[src/rtl/led_trail_fader.sv]
// Shooting-trail LED fader: strikes load PEAK, a global decay timer fades each LED, shared PWM renders cats.
// Optional LED_TRAIL_GAMMA_EN squares brightness through one extra register for a perceptually linear fade.
module led_trail_fader #(
    parameter int unsigned CLK_FREQ    = 48_000_000,
    parameter int unsigned PWM_DIV     = 1,
    parameter int unsigned DECAY_TICKS = CLK_FREQ / 64,
    parameter logic [7:0]  DECAY_STEP  = 8'd8,
    parameter logic [7:0]  PEAK        = 8'd255
) (
    input  logic       clk,
    input  logic       rst,
    input  logic [7:0] pattern,
    input  logic       pattern_valid,
    input  logic       freeze,
    output logic [7:0] cats,
    output logic       idle
);

    logic [31:0]      pwm_div_cnt_q, pwm_div_cnt_d;
    logic [7:0]       pwm_cnt_q, pwm_cnt_d;
    logic [31:0]      decay_cnt_q, decay_cnt_d;
    logic [7:0][7:0]  bright_q, bright_d;
    logic [7:0][7:0]  lvl;
    logic [7:0]       cats_q, cats_d;
    logic             idle_q, idle_d;
    logic             pwm_wrap;
    logic             tick;

    // Timers: PWM prescaler, 255-step PWM counter, and the global decay tick.
    always_comb begin
        pwm_wrap      = (pwm_div_cnt_q == PWM_DIV - 32'd1);
        pwm_div_cnt_d = pwm_wrap ? 32'd0 : pwm_div_cnt_q + 32'd1;
        pwm_cnt_d     = pwm_cnt_q;
        if (pwm_wrap) begin
            pwm_cnt_d = (pwm_cnt_q == 8'd254) ? 8'd0 : pwm_cnt_q + 8'd1;
        end
        tick        = (decay_cnt_q == DECAY_TICKS - 32'd1);
        decay_cnt_d = tick ? 32'd0 : decay_cnt_q + 32'd1;
    end

    // Strike beats decay and freeze; decay saturates at zero.
    always_comb begin
        bright_d = bright_q;
        for (int i = 0; i < 8; i++) begin
            if (pattern_valid && pattern[i]) begin
                bright_d[i] = PEAK;
            end else if (tick && !freeze) begin
                bright_d[i] = (bright_q[i] > DECAY_STEP) ? bright_q[i] - DECAY_STEP : 8'd0;
            end
        end
        idle_d = (bright_d == '0);
    end

`ifdef LED_TRAIL_GAMMA_EN
    logic [7:0][7:0] lvl_q, lvl_d;
    logic [15:0]     sq;

    always_comb begin
        lvl_d = '0;
        sq    = 16'd0;
        for (int i = 0; i < 8; i++) begin
            sq       = {8'd0, bright_q[i]} * {8'd0, bright_q[i]};
            lvl_d[i] = (bright_q[i] == 8'd255) ? 8'd255 : sq[15:8];
        end
    end

    always_ff @(posedge clk or posedge rst) begin
        if (rst) begin
            lvl_q <= '0;
        end else begin
            lvl_q <= lvl_d;
        end
    end

    assign lvl = lvl_q;
`else
    assign lvl = bright_q;
`endif

    // Level 255 exceeds every pwm_cnt value (max 254), so full brightness is solid on.
    always_comb begin
        cats_d = 8'h00;
        for (int i = 0; i < 8; i++) begin
            cats_d[i] = (lvl[i] > pwm_cnt_q);
        end
    end

    always_ff @(posedge clk or posedge rst) begin
        if (rst) begin
            pwm_div_cnt_q <= 32'd0;
            pwm_cnt_q     <= 8'd0;
            decay_cnt_q   <= 32'd0;
            bright_q      <= '0;
            cats_q        <= 8'h00;
            idle_q        <= 1'b1;
        end else begin
            pwm_div_cnt_q <= pwm_div_cnt_d;
            pwm_cnt_q     <= pwm_cnt_d;
            decay_cnt_q   <= decay_cnt_d;
            bright_q      <= bright_d;
            cats_q        <= cats_d;
            idle_q        <= idle_d;
        end
    end

    assign cats = cats_q;
    assign idle = idle_q;

endmodule

[config.mk]
export PLATFORM = sky130hd
export DESIGN_NAME = led_trail_fader
export DESIGN_NICKNAME = d
export VERILOG_FILES = /design/src/rtl/led_trail_fader.sv
export SDC_FILE = /design/constraint.sdc
export NUM_CORES = 1
export LEC_CHECK = 0
export CAP_MARGIN = 10
export CORE_ASPECT_RATIO = 2
export CORE_MARGIN = 2
export CORE_UTILIZATION = 25
export CTS_BUF_LIST = sky130_fd_sc_hd__clkbuf_16
export DETAILED_ROUTE_END_ITERATION = 10
export PLACE_DENSITY = 0.51
export SLEW_MARGIN = 20
export SYNTH_ARGS = -nofsm -noshare
export SYNTH_HDL_FRONTEND = slang
export SYNTH_SLANG_ARGS = --single-unit
[constraint.sdc]
create_clock -name clk -period 4.79 [get_ports clk]
set_clock_uncertainty 0.1 [all_clocks]
set_input_delay 0.479 -clock clk [delete_from_list [all_inputs] [get_ports clk]]
set_output_delay 0.479 -clock clk [all_outputs]
set_load 0.005 [all_outputs]
# Yosys cells after proc, flatten, opt, wreduce, memory -nomap -nowiden
# Index checks and enable logic that the tools add are counted.
[classes]
add_sub_neg = 11
magnitude_cmp = 16
eq_ne = 2
n_mux = 27
n_reduce_logical = 12
[op_table]
columns = ["op", "n"]
rows = [
  ["2-to-1 mux 8 bit", 25],
  ["adder 32 x 1 -> 32 bit (second input constant)", 2],
  ["greater-than comparator 8 x 4 -> 1 bit (second input constant)", 8],
  ["greater-than comparator 8 bit", 8],
  ["logical NOT 64 bit", 1],
  ["2-to-1 mux 32 bit", 2],
  ["subtractor 8 x 4 -> 8 bit (second input constant)", 8],
  ["equality test 32 x 20 -> 1 bit (second input constant)", 1],
  ["logical NOT 32 bit", 1],
  ["logical AND 1 bit", 9],
  ["adder 8 x 1 -> 8 bit (second input constant)", 1],
  ["equality test 8 bit (second input constant)", 1],
  ["logical NOT 1 bit", 1],
]
[word_totals]
register_bits = 145
input_bits = 12
out_inout_bits = 9

# Logic depth before layout (Yosys ltp)
# Gate-level depths: netlist (run 1).
[depth]
ltp_word = 5
ltp_mapped = 12

# Worst setup path after synthesis (run 1)
# OpenSTA, ideal clock, no wires.
[synth_path]
path_kind = "reg-to-reg"
startpoint = "reg decay_cnt_q[18]"
endpoint = "reg idle_q, in the netlist idle"
arrival_ps = 2939
required_time_ps = 4627
path_slack_ps = 1688
stages_incl_launch_ff = 10
n_path_buf = 1
path_cell_list = "dfrtp_1 > or4_4 > or4_1 > buf_6 > nor3_4 > a21boi_1 > a311o_1 > or4b_1 > nor4_1 > and4_1"
[synth_lines]
columns = ["element", "line_no", "text"]
rows = [
  ["start, declared", "21", "logic [31:0] decay_cnt_q, decay_cnt_d;"],
  ["start signal, assigned", "99", "decay_cnt_q <= decay_cnt_d;"],
  ["end signal, assigned", "102", "idle_q <= idle_d;"],
  ["end, declared", "25", "logic idle_q, idle_d;"],
]

# Worst setup path in the final report (run 1)
[layout_path]
startpoint = "reg decay_cnt_q[18]"
endpoint = "reg idle_q, in the netlist idle"
[layout_via]
elab_chain_len = 5
[layout_lines]
columns = ["element", "line_no", "text"]
rows = [
  ["equality test 32 x 20 -> 1 bit *", "37", "tick = (decay_cnt_q == DECAY_TICKS - 32'd1);"],
  ["logical AND 1 bit *", "47", "end else if (tick && !freeze) begin"],
  ["2-to-1 mux 8 bit", "47", ""],
  ["2-to-1 mux 8 bit", "45", "if (pattern_valid && pattern[i]) begin"],
  ["logical NOT 64 bit *", "51", "idle_d = (bright_d == '0);"],
  ["net idle_d", "25", ""],
]
# The timed path passes the listed nets; every way through them passes the cells marked *.
# A chain may end at the register's enable or synchronous reset.

==> results.json, run 1 <==
{
  "max_stage_delay_ns": 0.64,
  "globalRouteMet2Util_pct": 29.26,
  "worstSetupStartpointType": "register",
  "ys_top_cells_by_area": "dfrtp_1 (43%), ha_1 (11%), nand2_1 (4.5%)",
  "synth-seq-cells": 145,
  "yosysMostFrequentCell": "dfrtp_1",
  "grt_max_degree": 80,
  "ys_types": 59,
  "syn_area_mm2": 0.008464,
  "synth_mux_area_share_pct": 1.463,
  "ir_worst_vdd_uv": 269.0,
  "synth_simple_gate_area_share_pct": 23.59,
  "dieHeight_um": 264.2,
  "synth_top_family_by_area": "simple AND/OR/NAND/NOR gates",
  "grtUsageTotal_pct": 14.85,
  "worstSetupPathType": "reg2reg",
  "grt_pass1_wl_um": 40030,
  "synth_xor_area_share_pct": 5.898,
  "status": "finished clean",
  "cts_resized": 0,
  "post-route-period-util_pct": 81.63,
  "fin_crit_ns": 3.910,
  "vias_per_cell": 5.046,
  "yosysSeqAreaShare_pct": 42.88,
  "grt_pass1_vias": 7331,
  "cts_max_level": 4,
  "hold_viol_final": 0,
  "dr.pass1.iters": 7,
  "holdBufCountCts": 0,
  "num_vias": 6964,
  "nFillCells": 3528,
  "cp.required_ns": 5.08,
  "max_freq_ghz": 0.2558,
  "cts_tree": "done",
  "clock_latency_ns": 0.45,
  "io-pin-count": 21,
  "end_kind": "register",
  "finalSetupViolations": 0,
  "worstPathCellList": "or4_4, or4_1, nor3_4, buf_4, mux2i_1, nor4b_1, nand4_1, nor4_1, and4_1",
  "hp-class": "reg2reg",
  "grt-ovfl-total": 0,
  "slowest_stage": "or4_1",
  "root_buffer": "clkbuf_16",
  "clock-sinks": 145,
  "power_density_mw_per_mm2": 283.2,
  "cts_made_buffers": 17,
  "yosys.area.top_type": "dfrtp_1",
  "cap_violations": 0,
  "leakage_nw": 4.166,
  "clkTransAtPathRegs_ns": 0.07,
  "totalWireLength_um": 25490,
  "yosys-top-cells-count": "dfrtp_1 (144), nand2_1 (101), ha_1 (77)",
  "met1_usage_pct": 13.77,
  "gp_congestion": 0.8808,
  "core-area_mm2": 0.03352,
  "synthAdderAreaFrac_pct": 11.38,
  "antenna_found_initial": 0,
  "drt_iter0_markers": 409,
  "synth_cells": 895,
  "maxSlewViolCount": 0,
  "ant_nets": 0,
  "synthToLayoutAreaGrowth_pct": 16.69,
  "hpwl_um": 19500,
  "rsz0062_at_grt": "no",
  "start_util_pct": 25.25,
  "finalNetCount": 1020,
  "port_buffers": 20,
  "power_mw": 2.797,
  "synth_compound_area_share_pct": 11.56,
  "crit_arrival_ns": 4.20,
  "use_met3_pct": 2.226,
  "synth_top_area_share_pct": 42.57,
  "avgSynthCellArea_um2": 9.457,
  "cts_setup_buffers": 0,
  "drc": 0,
  "syn_nets": 984,
  "worstMarginPinSlew_ns": 1.076,
  "post_drt_wl_per_cell_um": 18.47,
  "dieArea_mm2": 0.03543,
  "cts_buffer_depth": 2,
  "critPathTopFamily": "simple AND/OR/NAND/NOR gates",
  "diodes": 0,
  "yosysWarnings": 0,
  "synth_flop_cell": "dfrtp_1",
  "die_w_um": 134.1,
  "async_flop_share_pct": 100.0,
  "cp_max_fo": 15,
  "layout-drive-gt1-share_pct": 5.297,
  "final.setup.tns_ns": 0,
  "synth-edff-count": 0,
  "num_rows": 95,
  "maxSlewHeadroom_pct": 27.59,
  "busiest_layer": "met2",
  "crit_buf_inv": 1
}
[routing by layer]
metal	wire [um]	vias to the layer above
met5	0	-
met4	1497	0
met3	586	74
met2	14630	148
met1	8778	3441
li1	-	3301
[power breakdown]
part / total, mW / switching, mW / internal (mW)
registers: 1.22 / 0.00000142 / 1.22
logic: 0.0541 / 0.0417 / 0.0124
clock network: 1.52 / 0.553 / 0.965
total: 2.80 / 0.594 / 2.20
[through the flow]
step / cells / area (um2) / hold slack [ns] / setup slack (ns) / utilization, %
2_1_floorplan: 895 / 8464 / 0.3465 / 0.3180 / -
3_3_place_gp: 1348 / 9228 / 0.3667 / 0.9892 / 27.53
3_5_place_dp: 1348 / 9228 / 0.3711 / 0.9086 / 27.53
4_1_cts: 1380 / 9877 / 0.3827 / 0.8986 / 29.47
5_1_grt: 1380 / 9877 / 0.3928 / 0.7229 / 29.47
6_report: 1380 / 9877 / 0.3801 / 0.8800 / 29.47
[flip-flops by register name, indices dropped and copies added, names as in the netlist]
name and cells:
bright_q 64, decay_cnt_q 32, pwm_div_cnt_q 32, cats 8, pwm_cnt_q 8, idle 1
[final cells by class]
type                       count  area, um2  share of cell area [%]
clock buffer                  17      425.4                   4.307
clock inverter                15      224.0                   2.268
inverter                      54      207.7                   2.103
multi-input combinational    682       4562                   46.19
sequential                   145       3630                   36.75
tap                          436      545.5                   5.523
timing repair buffer          31      282.8                   2.863
[cells by family (layout without fill, tap and decap cells)]
| logic type | after synthesis | in the layout |
|---|---|---|
| AND/OR/NAND/NOR | 387 | 387 |
| AO/OA/AOI/OAI | 149 | 149 |
| flip-flops | 145 | 145 |
| adder cells (fa/ha/maj) | 77 | 77 |
| buffers and inverters | 68 | 117 |
| XOR/XNOR | 57 | 57 |
| multiplexers | 12 | 12 |
[final timing paths]
kind                                      startpoint                         end  slack, ns  cells past startpoint
hold reg to reg            decay_cnt_q[31]$_DFF_PP0_   decay_cnt_q[31]$_DFF_PP0_       0.38                      1
setup / recovery           decay_cnt_q[18]$_DFF_PP0_              idle$_DFF_PP1_       0.88                      9
min in group asynchronous                        rst      bright_q[23]$_DFF_PP0_       0.42                      2
hold / removal             decay_cnt_q[31]$_DFF_PP0_   decay_cnt_q[31]$_DFF_PP0_       0.38                      1
setup reg to reg           decay_cnt_q[18]$_DFF_PP0_              idle$_DFF_PP1_       0.88                      9
max in group asynchronous                        rst  pwm_div_cnt_q[3]$_DFF_PP0_       3.26                      3
[cell usage in the layout, fill, tap and decap left out, types with 3 or more instances in the layout]
master and instances:
a211oi_1 10, a21o_1 12, a21oi_1 32, and2_1 10
and3_1 15, and4_1 5, buf_4 11, bufinv_16 6
clkbuf_16 17, clkdlybuf4s50_1 20, dfrtp_1 144, ha_1 77
inv_1 57, mux2_2 3, mux2i_1 9, nand2_1 101
nand2b_1 11, nand3_1 42, nand3b_1 4, nand4_1 26
nand4b_1 4, nor2_1 69, nor2b_1 9, nor3_1 32
nor4_1 26, nor4b_1 6, o211ai_1 6, o21a_1 16
o21ai_0 36, o311ai_0 8, o31ai_1 9, o41ai_1 4
or3_1 9, or4_1 5, xnor2_1 38, xor2_1 19
Note: power is estimated with default switching activity, not from simulation.
==> inputs of run 2 (changes only) <==
Clock period 4.79 ns to 3.8 ns, I/O delays scaled along.
==> run 2 against run 1 <==
Global-route usage grew 0.19 points. Hold slack got worse by 0.027 ns. Non-clock buffer count grew 8. Largest cell class unchanged. Core utilization about the same. Sequential cell count is the same.
==> results.json, run 2 (synthesis gave the netlist of run 1 again) <==
{
  "intPower_mw": 2.522,
  "vias_per_cell": 4.953,
  "final_cell_area_mm2": 0.009884,
  "top_regs": "bright_q (64), decay_cnt_q (32), pwm_div_cnt_q (32)",
  "reg2reg_from": "decay_cnt_q[18]$_DFF_PP0_",
  "clkTransAtPathRegs_ns": 0.07,
  "cp.required_ns": 4.09,
  "rsz0062_at_grt": "no",
  "hold_viol_final": 0,
  "port_buffers": 20,
  "place_ws_ns": 0.2142,
  "holdBufCountCts": 0,
  "maxSlewViolCount": 0,
  "cts_max_level": 4,
  "drt_iter0_markers": 354,
  "synthToLayoutAreaGrowth_pct": 16.78,
  "hp-class": "in2async",
  "gp_congestion": 0.9129,
  "grt_pass1_vias": 7344,
  "pwr-share-comb_pct": 2.1,
  "rr_endpoint": "idle$_DFF_PP1_",
  "pwr-share-seq_pct": 47.0,
  "power_mw": 3.285,
  "p_clk_share_pct": 50.9,
  "worstMarginPinSlew_ns": 0.9426,
  "reg2reg_depth": 9,
  "post-route-period-util_pct": 94.14,
  "regArea_mm2": 0.003630,
  "hpwl_um": 19070,
  "final_util_pct": 29.49,
  "clock-sinks": 145,
  "max_freq_ghz": 0.2795,
  "fin_crit_ns": 3.577,
  "cts_tree": "done",
  "layout-drive-gt1-share_pct": 6.303,
  "final_cell_mix": "dfrtp_1 (144), nand2_1 (101), ha_1 (77), nor2_1 (69), inv_1 (57)",
  "cp_max_fo": 16,
  "root_buffer": "clkbuf_16",
  "worstSetupStartpointType": "register",
  "maxSlewHeadroom_pct": 36.36,
  "core-area_mm2": 0.03352,
  "grtUsageTotal_pct": 15.04,
  "final.setup.tns_ns": 0,
  "p_sw_share_pct": 23.24,
  "dr.pass1.iters": 6,
  "antenna_found_initial": 0,
  "dieHeight_um": 264.2,
  "finalSetupViolations": 0,
  "power_density_mw_per_mm2": 332.4,
  "grt_max_degree": 146,
  "status": "finished clean",
  "nFillCells": 3583,
  "start_util_pct": 25.25,
  "totalWireLength_um": 25230,
  "crit_arrival_ns": 3.86,
  "final_common_cell": "dfrtp_1",
  "post_drt_wl_per_cell_um": 18.18,
  "clock_latency_ns": 0.45,
  "cap_violations": 0,
  "worstSetupPathType": "reg2reg",
  "regMostFlops": "bright_q",
  "largest_register_ffs": 64,
  "end_kind": "register",
  "grt-ovfl-total": 0,
  "ant_nets": 0,
  "finalNetCount": 1028,
  "switching_power_uw": 763.6,
  "dieArea_mm2": 0.03543,
  "io-pin-count": 21,
  "diodes": 0,
  "multi_input_area_mm2": 0.004562,
  "leakage_nw": 4.168,
  "ff2ff_setup_slack_ns": 0.22,
  "cts_resized": 0,
  "cts_made_buffers": 17,
  "placed_cell_area_mm2": 0.009311,
  "drc": 0,
  "fin_ws_ns": 0.2226,
  "cts_setup_buffers": 0,
  "grt_pass1_wl_um": 40460,
  "ir_worst_vdd_uv": 315.3,
  "num_vias": 6875,
  "cts_buffer_depth": 2,
  "die_w_um": 134.1,
  "num_rows": 95
}
run 2: changes by cell type in the layout (fill, tap and decap cells not counted):
cell,previous run,this run
clkinv_1,2,0
clkinvlp_4,1,3
buf_12,0,2
bufinv_16,6,2
buf_4,11,17
clkinv_4,0,4
run 2: final cells by class:
cell class                 count  share of cell area [%]
clock buffer                  17                   4.304
clock inverter                15                   1.494
inverter                      54                   2.089
multi-input combinational    682                   46.15
sequential                   145                   36.72
tap                          436                   5.519
timing repair buffer          39                   3.722
run 2: worst max-delay path, cell delays in order (launching register included):
cell and delay [ns]:
dfrtp_1 0.42, or4_4 0.56, or4_1 0.49, nor3_4 0.39, buf_12 0.20, mux2i_1 0.21
nor4b_1 0.50, nand4_1 0.18, nor4_1 0.27, and4_1 0.21
run 2: stage by stage:
| step | hold WS, ns | cells |
|---|---|---|
| finish | 0.3534 | 1388 |
| detailed placement | 0.3753 | 1356 |
| CTS | 0.3857 | 1388 |
| global placement | 0.3710 | 1356 |
| global route | 0.4110 | 1388 |
| floorplan | 0.3465 | 895 |
run 2: routing by layer:
layer | vias up | share of wire, % | track usage, %
met1 | 3385 | 35 | 14.23
met5 | - | 0 | 0
li1 | 3325 | - | -
met4 | 0 | 4.8 | 8.193
met3 | 62 | 2.0 | 2.456
met2 | 103 | 58 | 29.85
run 2: worst max path at each step:
stage                                          from              to  slack, ns
after floorplan           decay_cnt_q[18]$_DFF_PP0_  idle$_DFF_PP1_       0.70
after global placement    decay_cnt_q[18]$_DFF_PP0_  idle$_DFF_PP1_       0.23
after detailed placement  decay_cnt_q[18]$_DFF_PP0_  idle$_DFF_PP1_       0.21
after CTS                 decay_cnt_q[18]$_DFF_PP0_  idle$_DFF_PP1_       0.19
after global routing      decay_cnt_q[18]$_DFF_PP0_  idle$_DFF_PP1_       0.04
final                     decay_cnt_q[18]$_DFF_PP0_  idle$_DFF_PP1_       0.22
run 2: power by group through the flow:
| stage | sequential [mW] | clock, mW | combinational, mW |
|---|---|---|---|
| final | 1.54 | 1.67 | 0.0683 |
| after global routing | 1.54 | 1.78 | 0.0779 |
| after CTS | 1.54 | 1.72 | 0.0723 |
| after detailed placement | 1.57 | 0 | 0.0721 |
| after global placement | 1.57 | 0 | 0.0719 |
| after floorplan | 1.57 | 0 | 0.0347 |
